## src/rtl/int_sequencer_pkg.sv

```systemverilog
// Shared types and constants for the 6502 interrupt/reset entry sequencer.
// State and source encodings, bus-drive payload and the pushed-status helper.
package int_sequencer_pkg;

  localparam int unsigned ADDR_W  = 16;
  localparam int unsigned DATA_W  = 8;
  localparam int unsigned P_BIT_B = 4;
  localparam int unsigned P_BIT_U = 5;

  typedef enum logic [2:0] {
    ST_IDLE = 3'd0,
    ST_D0   = 3'd1,
    ST_D1   = 3'd2,
    ST_PH   = 3'd3,
    ST_PL   = 3'd4,
    ST_PP   = 3'd5,
    ST_VL   = 3'd6,
    ST_VH   = 3'd7
  } seq_state_e;

  typedef enum logic [1:0] {
    SRC_RST = 2'd0,
    SRC_NMI = 2'd1,
    SRC_IRQ = 2'd2,
    SRC_BRK = 2'd3
  } int_src_e;

  typedef struct packed {
    logic [ADDR_W-1:0] addr;
    logic [DATA_W-1:0] data;
    logic              rw;
  } bus_drive_t;

  // Status byte as it goes onto the stack: unused bit forced high, B only for BRK.
  function automatic logic [DATA_W-1:0] push_status(input logic [DATA_W-1:0] p,
                                                    input logic              is_brk);
    logic [DATA_W-1:0] r;
    r          = p;
    r[P_BIT_U] = 1'b1;
    r[P_BIT_B] = is_brk;
    return r;
  endfunction

endpackage

```

## src/rtl/int_sequencer_nmi_edge_detect.sv

```systemverilog
// NMI falling-edge detector with a sticky pending flag.
// A new edge in the same cycle as a clear keeps the flag set.
module int_sequencer_nmi_edge_detect (
  input  logic clk,
  input  logic RST,
  input  logic NMI,
  input  logic clr,
  output logic pending
);

  logic nmi_prev_q;
  logic pending_q, pending_d;

  always_comb begin
    pending_d = (nmi_prev_q & ~NMI) | (pending_q & ~clr);
  end

  always_ff @(posedge clk or negedge RST) begin
    if (!RST) begin
      nmi_prev_q <= 1'b1;
      pending_q  <= 1'b0;
    end else begin
      nmi_prev_q <= NMI;
      pending_q  <= pending_d;
    end
  end

  assign pending = pending_q;

endmodule

```

## src/rtl/int_sequencer.sv

```systemverilog
// 7-cycle RST/NMI/IRQ/BRK entry sequencer: dummy reads, three pushes, vector fetch.
// Owns the core bus while seq_busy is high; hands PC back through pc_load/pc_vec.
module int_sequencer
  import int_sequencer_pkg::*;
#(
  parameter logic [7:0]  STACK_PAGE = 8'h01,
  parameter logic [15:0] VEC_NMI    = 16'hFFFA,
  parameter logic [15:0] VEC_RST    = 16'hFFFC,
  parameter logic [15:0] VEC_IRQ    = 16'hFFFE
) (
  input  logic        clk,
  input  logic        RST,
  input  logic        NMI,
  input  logic        IRQ,
  input  logic        RDY,
  input  logic        sync,
  input  logic        brk_req,
  input  logic        flag_i,
  input  logic [15:0] pc_in,
  input  logic [7:0]  sp_in,
  input  logic [7:0]  p_in,
  input  logic [7:0]  d_in,
  output logic        seq_busy,
  output logic [15:0] addr_out,
  output logic [7:0]  data_out,
  output logic        rw,
  output logic        sp_dec,
  output logic        set_i,
  output logic        pc_load,
  output logic [15:0] pc_vec
);

  seq_state_e        state_q, state_d;
  int_src_e          src_q, src_d;
  logic [ADDR_W-1:0] vec_q, vec_d;
  logic [DATA_W-1:0] vec_lo_q, vec_lo_d;
  logic [ADDR_W-1:0] pc_vec_q, pc_vec_d;
  logic              pc_load_q, pc_load_d;
  logic              nmi_pending;
  logic              nmi_clr;
  logic              adv;
  logic              is_rst;
  logic [DATA_W-1:0] push_data;
  bus_drive_t        bus;

  int_sequencer_nmi_edge_detect u_nmi_edge (
    .clk     (clk),
    .RST     (RST),
    .NMI     (NMI),
    .clr     (nmi_clr),
    .pending (nmi_pending)
  );

  // Writes never stall; reads wait for RDY.
  assign adv    = RDY | ~rw;
  assign is_rst = (src_q == SRC_RST);

  always_ff @(posedge clk or negedge RST) begin
    if (!RST) begin
      state_q <= ST_D0;
    end else begin
      state_q <= state_d;
    end
  end

  always_comb begin
    state_d   = state_q;
    src_d     = src_q;
    vec_d     = vec_q;
    vec_lo_d  = vec_lo_q;
    pc_vec_d  = pc_vec_q;
    pc_load_d = 1'b0;
    nmi_clr   = 1'b0;
    case (state_q)
      ST_IDLE: begin
        if (nmi_pending && sync) begin
          src_d   = SRC_NMI;
          state_d = ST_D0;
        end else if (!IRQ && !flag_i && sync) begin
          src_d   = SRC_IRQ;
          state_d = ST_D0;
        end else if (brk_req) begin
          src_d   = SRC_BRK;
          state_d = ST_D0;
        end
      end
      ST_D0: if (adv) state_d = ST_D1;
      ST_D1: if (adv) state_d = ST_PH;
      ST_PH: if (adv) state_d = ST_PL;
      ST_PL: if (adv) state_d = ST_PP;
      ST_PP: begin
        // Vector is fixed here; a late NMI hijacks a BRK/IRQ entry.
        if (adv) begin
          state_d = ST_VL;
          if (is_rst) begin
            vec_d = VEC_RST;
          end else if (nmi_pending) begin
            vec_d   = VEC_NMI;
            nmi_clr = 1'b1;
          end else begin
            vec_d = VEC_IRQ;
          end
        end
      end
      ST_VL: begin
        if (adv) begin
          state_d  = ST_VH;
          vec_lo_d = d_in;
        end
      end
      ST_VH: begin
        if (adv) begin
          state_d   = ST_IDLE;
          pc_vec_d  = {d_in, vec_lo_q};
          pc_load_d = 1'b1;
        end
      end
      default: state_d = ST_IDLE;
    endcase
  end

  always_ff @(posedge clk or negedge RST) begin
    if (!RST) begin
      src_q     <= SRC_RST;
      vec_q     <= VEC_RST;
      vec_lo_q  <= '0;
      pc_vec_q  <= '0;
      pc_load_q <= 1'b0;
    end else begin
      src_q     <= src_d;
      vec_q     <= vec_d;
      vec_lo_q  <= vec_lo_d;
      pc_vec_q  <= pc_vec_d;
      pc_load_q <= pc_load_d;
    end
  end

  always_comb begin
    bus       = '{addr: pc_in, data: '0, rw: 1'b1};
    seq_busy  = 1'b1;
    sp_dec    = 1'b0;
    set_i     = 1'b0;
    push_data = '0;
    case (state_q)
      ST_PH: push_data = pc_in[15:8];
      ST_PL: push_data = pc_in[7:0];
      ST_PP: push_data = push_status(p_in, src_q == SRC_BRK);
      default: push_data = '0;
    endcase
    case (state_q)
      ST_IDLE: begin
        seq_busy = 1'b0;
        bus.addr = '0;
      end
      ST_PH, ST_PL, ST_PP: begin
        // Reset entry runs the pushes as reads so the stack is left untouched.
        bus.addr = {STACK_PAGE, sp_in};
        bus.rw   = is_rst;
        bus.data = is_rst ? '0 : push_data;
        sp_dec   = RDY | ~is_rst;
      end
      ST_VL: begin
        bus.addr = vec_q;
        set_i    = RDY;
      end
      ST_VH: bus.addr = ADDR_W'(vec_q + 16'd1);
      default: bus.addr = pc_in;
    endcase
  end

  assign addr_out = bus.addr;
  assign data_out = bus.data;
  assign rw       = bus.rw;
  assign pc_load  = pc_load_q;
  assign pc_vec   = pc_vec_q;

endmodule

```

## config.mk

```make
export PLATFORM = sky130hd
export DESIGN_NAME = int_sequencer
export DESIGN_NICKNAME = d
export VERILOG_FILES = /design/src/rtl/int_sequencer_pkg.sv /design/src/rtl/int_sequencer_nmi_edge_detect.sv /design/src/rtl/int_sequencer.sv
export SDC_FILE = /design/constraint.sdc
export NUM_CORES = 1
export LEC_CHECK = 0
export ABC_AREA = 1
export CORE_MARGIN = 2
export CORE_UTILIZATION = 36
export DETAILED_ROUTE_END_ITERATION = 8
export PLACE_DENSITY = 0.76
export SLEW_MARGIN = 20
export SYNTH_ARGS = -nofsm -noshare
export SYNTH_HDL_FRONTEND = slang
export SYNTH_SLANG_ARGS = --single-unit
```

## constraint.sdc

```tcl
create_clock -name clk -period 1.4 [get_ports clk]
set_clock_uncertainty 0.15 [all_clocks]
set_input_delay 0.14 -clock clk [delete_from_list [all_inputs] [get_ports clk]]
set_output_delay 0.14 -clock clk [all_outputs]
set_load 0.02 [all_outputs]
```

# Word level (Yosys, flattened, before mapping)
# Index checks and enable logic that the tools add are counted.
# totals
register_bits,48
latchBits,0
ramBits,0
romBits,0
inputBits,48
out_inout_bits,45
wordCells,77
memories,0
# classes
addsub,1
multipliers,0
div_mod_pow,0
order_cmp,0
eq_ne,16
shifts,0
mux,29
bitwise,9
n_reduce_logical,14
# ops
op,count
16-bit case mux with 4 select lines,1
3-bit two-way mux,12
3-bit case mux with 8 select lines,1
8-bit case mux with 3 select lines,1
16-bit by 1-bit adder with 16-bit output (second input constant),1
2-bit inequality test (second input constant),7
3-bit equality test (second input constant),4
1-bit two-way mux,9
9-bit two-way mux,1
8-bit two-way mux,1
2-bit AND reduction,4
8-bit AND reduction,1
3-bit by 2-bit equality test with 1-bit output (second input constant),2
2-bit two-way mux,3
4-bit inequality test (second input constant),1
1-bit inverter,4
3-bit by 1-bit equality test with 1-bit output (second input constant),1
1-bit logical AND,3
3-bit zero test,1
1-bit OR,3
3-bit nonzero test,1
3-bit OR reduction,1
1-bit bitwise AND,2
2-bit equality test (second input constant),1
other kinds (2),3

# Depth between registers and ports, before layout
# depth
ltp_word,11
depth_mapped,10
ltp_nobuf,9

# By module
# Synthesis repeated with hierarchy kept, for this count alone.
# hier_totals
hier_cells,250
hier_area_um2,1891.8
# modules_own_cells
mod,instances,cells_per_inst,area_per_inst_um2,seq_area_each_um2
int_sequencer,1,243,1821.7,803.3
int_sequencer_nmi_edge_detect,1,7,70.1,51.3

# Worst setup path after synthesis
# OpenSTA, ideal clock, no wires.
# synth_timing
kind,reg2out
start,register state_q[0]
end,output addr_out[3]
arrival_time_ps,1471
slack_ps,-361
stages_incl_launch_ff,5
path_buffers,0
cell_sequence,dfstp_2 nor2_1 nand2_1 nand3_1 a22oi_1
# synth_between
elab_chain_len,3
# synth_lines
item,line,source
start: declaration,int_sequencer.sv:33,"seq_state_e state_q, state_d;"
start signal: assignment,int_sequencer.sv:62,state_q <= state_d;
3-bit equality test / 3-bit by 2-bit equality test with 1-bit output (equally long branches),int_sequencer.sv:150,case (state_q)
3-bit OR reduction,int_sequencer.sv:150,
16-bit case mux with 4 select lines *,int_sequencer.sv:150,
end: declaration,int_sequencer.sv:24,"output logic [15:0] addr_out,"
# Every way passes the cells marked *; elsewhere a longest branch is shown, timed or not.

# Worst setup path after layout
# layout_timing
start,register state_q[0]
end,output data_out[0]
# layout_between
elab_chain_len,4
# layout_lines
item,line,source
3-bit equality test / 3-bit by 2-bit equality test with 1-bit output (equally long branches),"int_sequencer.sv:144, int_sequencer.sv:150",
8-bit case mux with 3 select lines,int_sequencer.sv:144,case (state_q)
8-bit two-way mux,int_sequencer.sv:159,bus.data = is_rst ? '0 : push_data;
9-bit two-way mux *,int_sequencer.sv:150,
end: declaration,int_sequencer.sv:25,"output logic [7:0] data_out,"
# Marked as above.

==> flow_metrics.env <==
export IMPL_critPathCaptureType="primary output"
export IMPL_power_density_nw_per_um2=2380
export IMPL_synth_seq_cells=34
export IMPL_ant_nets=0
export IMPL_use_met2_pct=43.8
export IMPL_hold_depth=1
export IMPL_synth_cell_types=25
export IMPL_slew_limit_headroom_pct=78.1
export IMPL_synth_nets=296
export IMPL_start_kind="flip-flop"
export IMPL_die_w_um=76.2
export IMPL_drc=0
export IMPL_via_per_inst=4.81
export IMPL_drtIter0Drc=52
export IMPL_drive_gt1_share_pct=50.9
export IMPL_routedWlPerCell_um=15.7
export IMPL_syn_inst=248
export IMPL_cts_tree="built"
export IMPL_cts_num_sinks=34
export IMPL_timing_final_setup_violations=61
export IMPL_cellLeakagePower_nw=1.93
export IMPL_io_pins=93
export IMPL_grt_overflow_total=0
export IMPL_cts_clk_slew_worst_paths_ps=60
export IMPL_ys_top_cells_by_area="dfrtp_1 41%, nand2_1 20%, inv_1 6.6%"
export IMPL_clockBufferDepth=2
export IMPL_grt_max_degree=14
export IMPL_dp_hpwl_um=4660
export IMPL_core_rowCount=26
export IMPL_synth_top_area_cell="dfrtp_1"
export IMPL_die_h_um=76.2
export IMPL_nets=446
export IMPL_grt_antenna_before_repair=0
export IMPL_worst_slew_pin_slew_ps=328
export IMPL_grt_busiest_layer="met2"
export IMPL_min_period_ps=1970
export IMPL_r2r_cells=10
export IMPL_maxCapViolCount=0
export IMPL_run_status="complete, but fails checks"
export IMPL_dieArea_um2=5800
export IMPL_total_power_mw=9.30
export IMPL_n_antenna_cell=0
export IMPL_hold_viol=0
export IMPL_vias=2258
export IMPL_rsz0062_at_grt="yes"
export IMPL_fin_util_pct=77.1
export IMPL_gp_congestion=0.845
export IMPL_core_area_um2=5070
export IMPL_violations="setup timing"
export IMPL_fmax_ghz=0.508
export IMPL_cp_data_arrival_time_ps=1680
export IMPL_clock_latency_ps=280
export IMPL_root_buffer="clkbuf_8"
export IMPL_synth_avg_cell_area_um2=7.56
export IMPL_syn_cell_area_um2=1880
export IMPL_use_met1_pct=28.5
export IMPL_drt_first_pass_iters=4
export IMPL_dp_cells=442
export IMPL_min_period_over_period_pct=141
export IMPL_ys_warn_count=0
export IMPL_synth_top_area_share_pct=41.4
export IMPL_hold_path_class="in2reg"
export IMPL_ys_seq_area_share_pct=45.6
export IMPL_timing_final_ws_setup_ps=-567
export IMPL_worstPathRequired_ps=1110
export IMPL_syn_to_final_growth_pct=109
export IMPL_io_buffers=90
export IMPL_cts_buffers=5
export IMPL_h_tree_depth=2
export IMPL_grt_use_met3_pct=5.21
export IMPL_finalNonFillerCells=469
export IMPL_vdd_drop_max_uv=1290
export IMPL_crit_type="reg2out"
export IMPL_grt_pass1_wl_um=11500
export IMPL_initial_core_util_pct=37.0
export IMPL_wl_um=7380
export IMPL_grt_pass1_vias=2413
export IMPL_grt_usage_pct=24.5
export IMPL_path_max_fanout=6
export IMPL_drv_slew=0
==> per-layer routing <==
metal	routed length, µm	vias up
li1	-	1080
met1	2860	1051
met2	3770	103
met3	514	24
met4	240	0
met5	0	-
==> through the flow <==
step	worst slack (ps)	hold WS [ps]	cell area (µm²)	TNS [ps]
2_1_floorplan	-197	-306	2030	-6460
6_report	-567	175	3910	-23500
4_1_cts	-535	164	3720	-21190
3_5_place_dp	-695	268	3290	-28310
5_1_grt	-648	181	3910	-27830
3_3_place_gp	-667	267	3290	-26090
==> flip-flops by register name, indices dropped and copies added (netlist names) <==
name and cells:
u_nmi_edge.pending 1, vec_q 2, state_q 3, pc_load 1
pc_vec 16, vec_lo_q 8, u_nmi_edge.nmi_prev_q 1, src_q 2
==> power breakdown <==
part | total [mW] | internal (mW) | switching (mW)
Sequential | 1.83 | 1.45 | 0.380
Combinational | 6.73 | 3.12 | 3.61
Clock | 0.739 | 0.401 | 0.339
==> worst paths after layout <==
kind	startpoint	slack (ps)	end
worst max-delay path	state_q[0]$_DFFE_PN1P_	-570	data_out[0]
worst min-delay path	NMI	180	u_nmi_edge.nmi_prev_q$_DFF_PN1_
worst max register to register	state_q[2]$_DFFE_PN0P_	-440	pc_vec[1]$_DFFE_PN0P_
worst min register to register	pc_vec[14]$_DFFE_PN0P_	340	pc_vec[14]$_DFFE_PN0P_
max in group asynchronous	RST	110	state_q[0]$_DFFE_PN1P_
min in group asynchronous	RST	500	vec_q[1]$_DFFE_PN0P_
==> placed cells by master, fill, tap and decap left out, types with 6 or more instances in the layout <==
| cell type | Yosys | layout |
|---|---|---|
| dlygate4sd2_1 | 0 | 17 |
| nor2_4 | 0 | 6 |
| nand2_1 | 101 | 50 |
| inv_1 | 33 | 26 |
| clkdlybuf4s50_1 | 0 | 45 |
| clkbuf_8 | 0 | 6 |
| buf_6 | 0 | 34 |
| inv_2 | 2 | 6 |
| nand2_8 | 0 | 7 |
| nand2_2 | 6 | 42 |
| dfrtp_1 | 31 | 30 |
| o21ai_2 | 8 | 9 |
| nand2_4 | 4 | 14 |
| o211ai_1 | 6 | 6 |
| buf_4 | 1 | 43 |
| nand3_2 | 0 | 6 |
==> Yosys cell counts <==
| cell type | instances |
|---|---|
| nand3_1 | 13 |
| nand2_2 | 6 |
| clkbuf_1 | 1 |
| nor3_1 | 1 |
| nand3_4 | 1 |
| o211ai_1 | 6 |
| nor2_2 | 2 |
| dfstp_2 | 3 |
| dfrtp_1 | 31 |
| a21oi_1 | 8 |
| buf_8 | 1 |
| nor2_1 | 8 |
| o22ai_1 | 1 |
| buf_4 | 1 |
| o21ai_2 | 8 |
| inv_1 | 33 |
| nand2_1 | 101 |
| a31oi_1 | 2 |
| nand2_4 | 4 |
| buf_12 | 1 |
| nand3b_1 | 1 |
| a22oi_1 | 2 |
| o21ai_0 | 9 |
| buf_2 | 2 |
| inv_2 | 2 |
==> cell type report <==
cell class              count  area (µm²)
fillers                   341        1160
clock buffers               8        90.1
repair buffers            146        1430
repair inverters            1        11.3
multi-input cells         175        1290
inverters                  35         149
well taps                  70        87.6
flip-flops and latches     34         856
==> logic make-up after synthesis <==
family | share of synthesized area [%]
DFF | 45.6
and+or+nand+nor | 32.0
AOI/OAI and AO/OA | 12.5
buffers and inverters | 10.0
==> timing repair <==
action / in CTS / in global routing
hold endpoints to repair: 3 / 0
setup buffers: 11 / 4
hold buffers: 1 / 0
cloned: 4 / 1
gates resized for setup: 250 / 38
endpoints found under the setup margin: 78 / 61
pin swaps: 20 / 17
==> worst max-delay path, cell delays in order (launching register included) <==
cell and delay [ps]:
dfstp_2 620, inv_2 80, nor2_4 160, buf_4 140
nand2_1 40, o211ai_1 80, nand2_1 80, inv_1 60
buf_4 130
(Power assumes the default switching activity.)
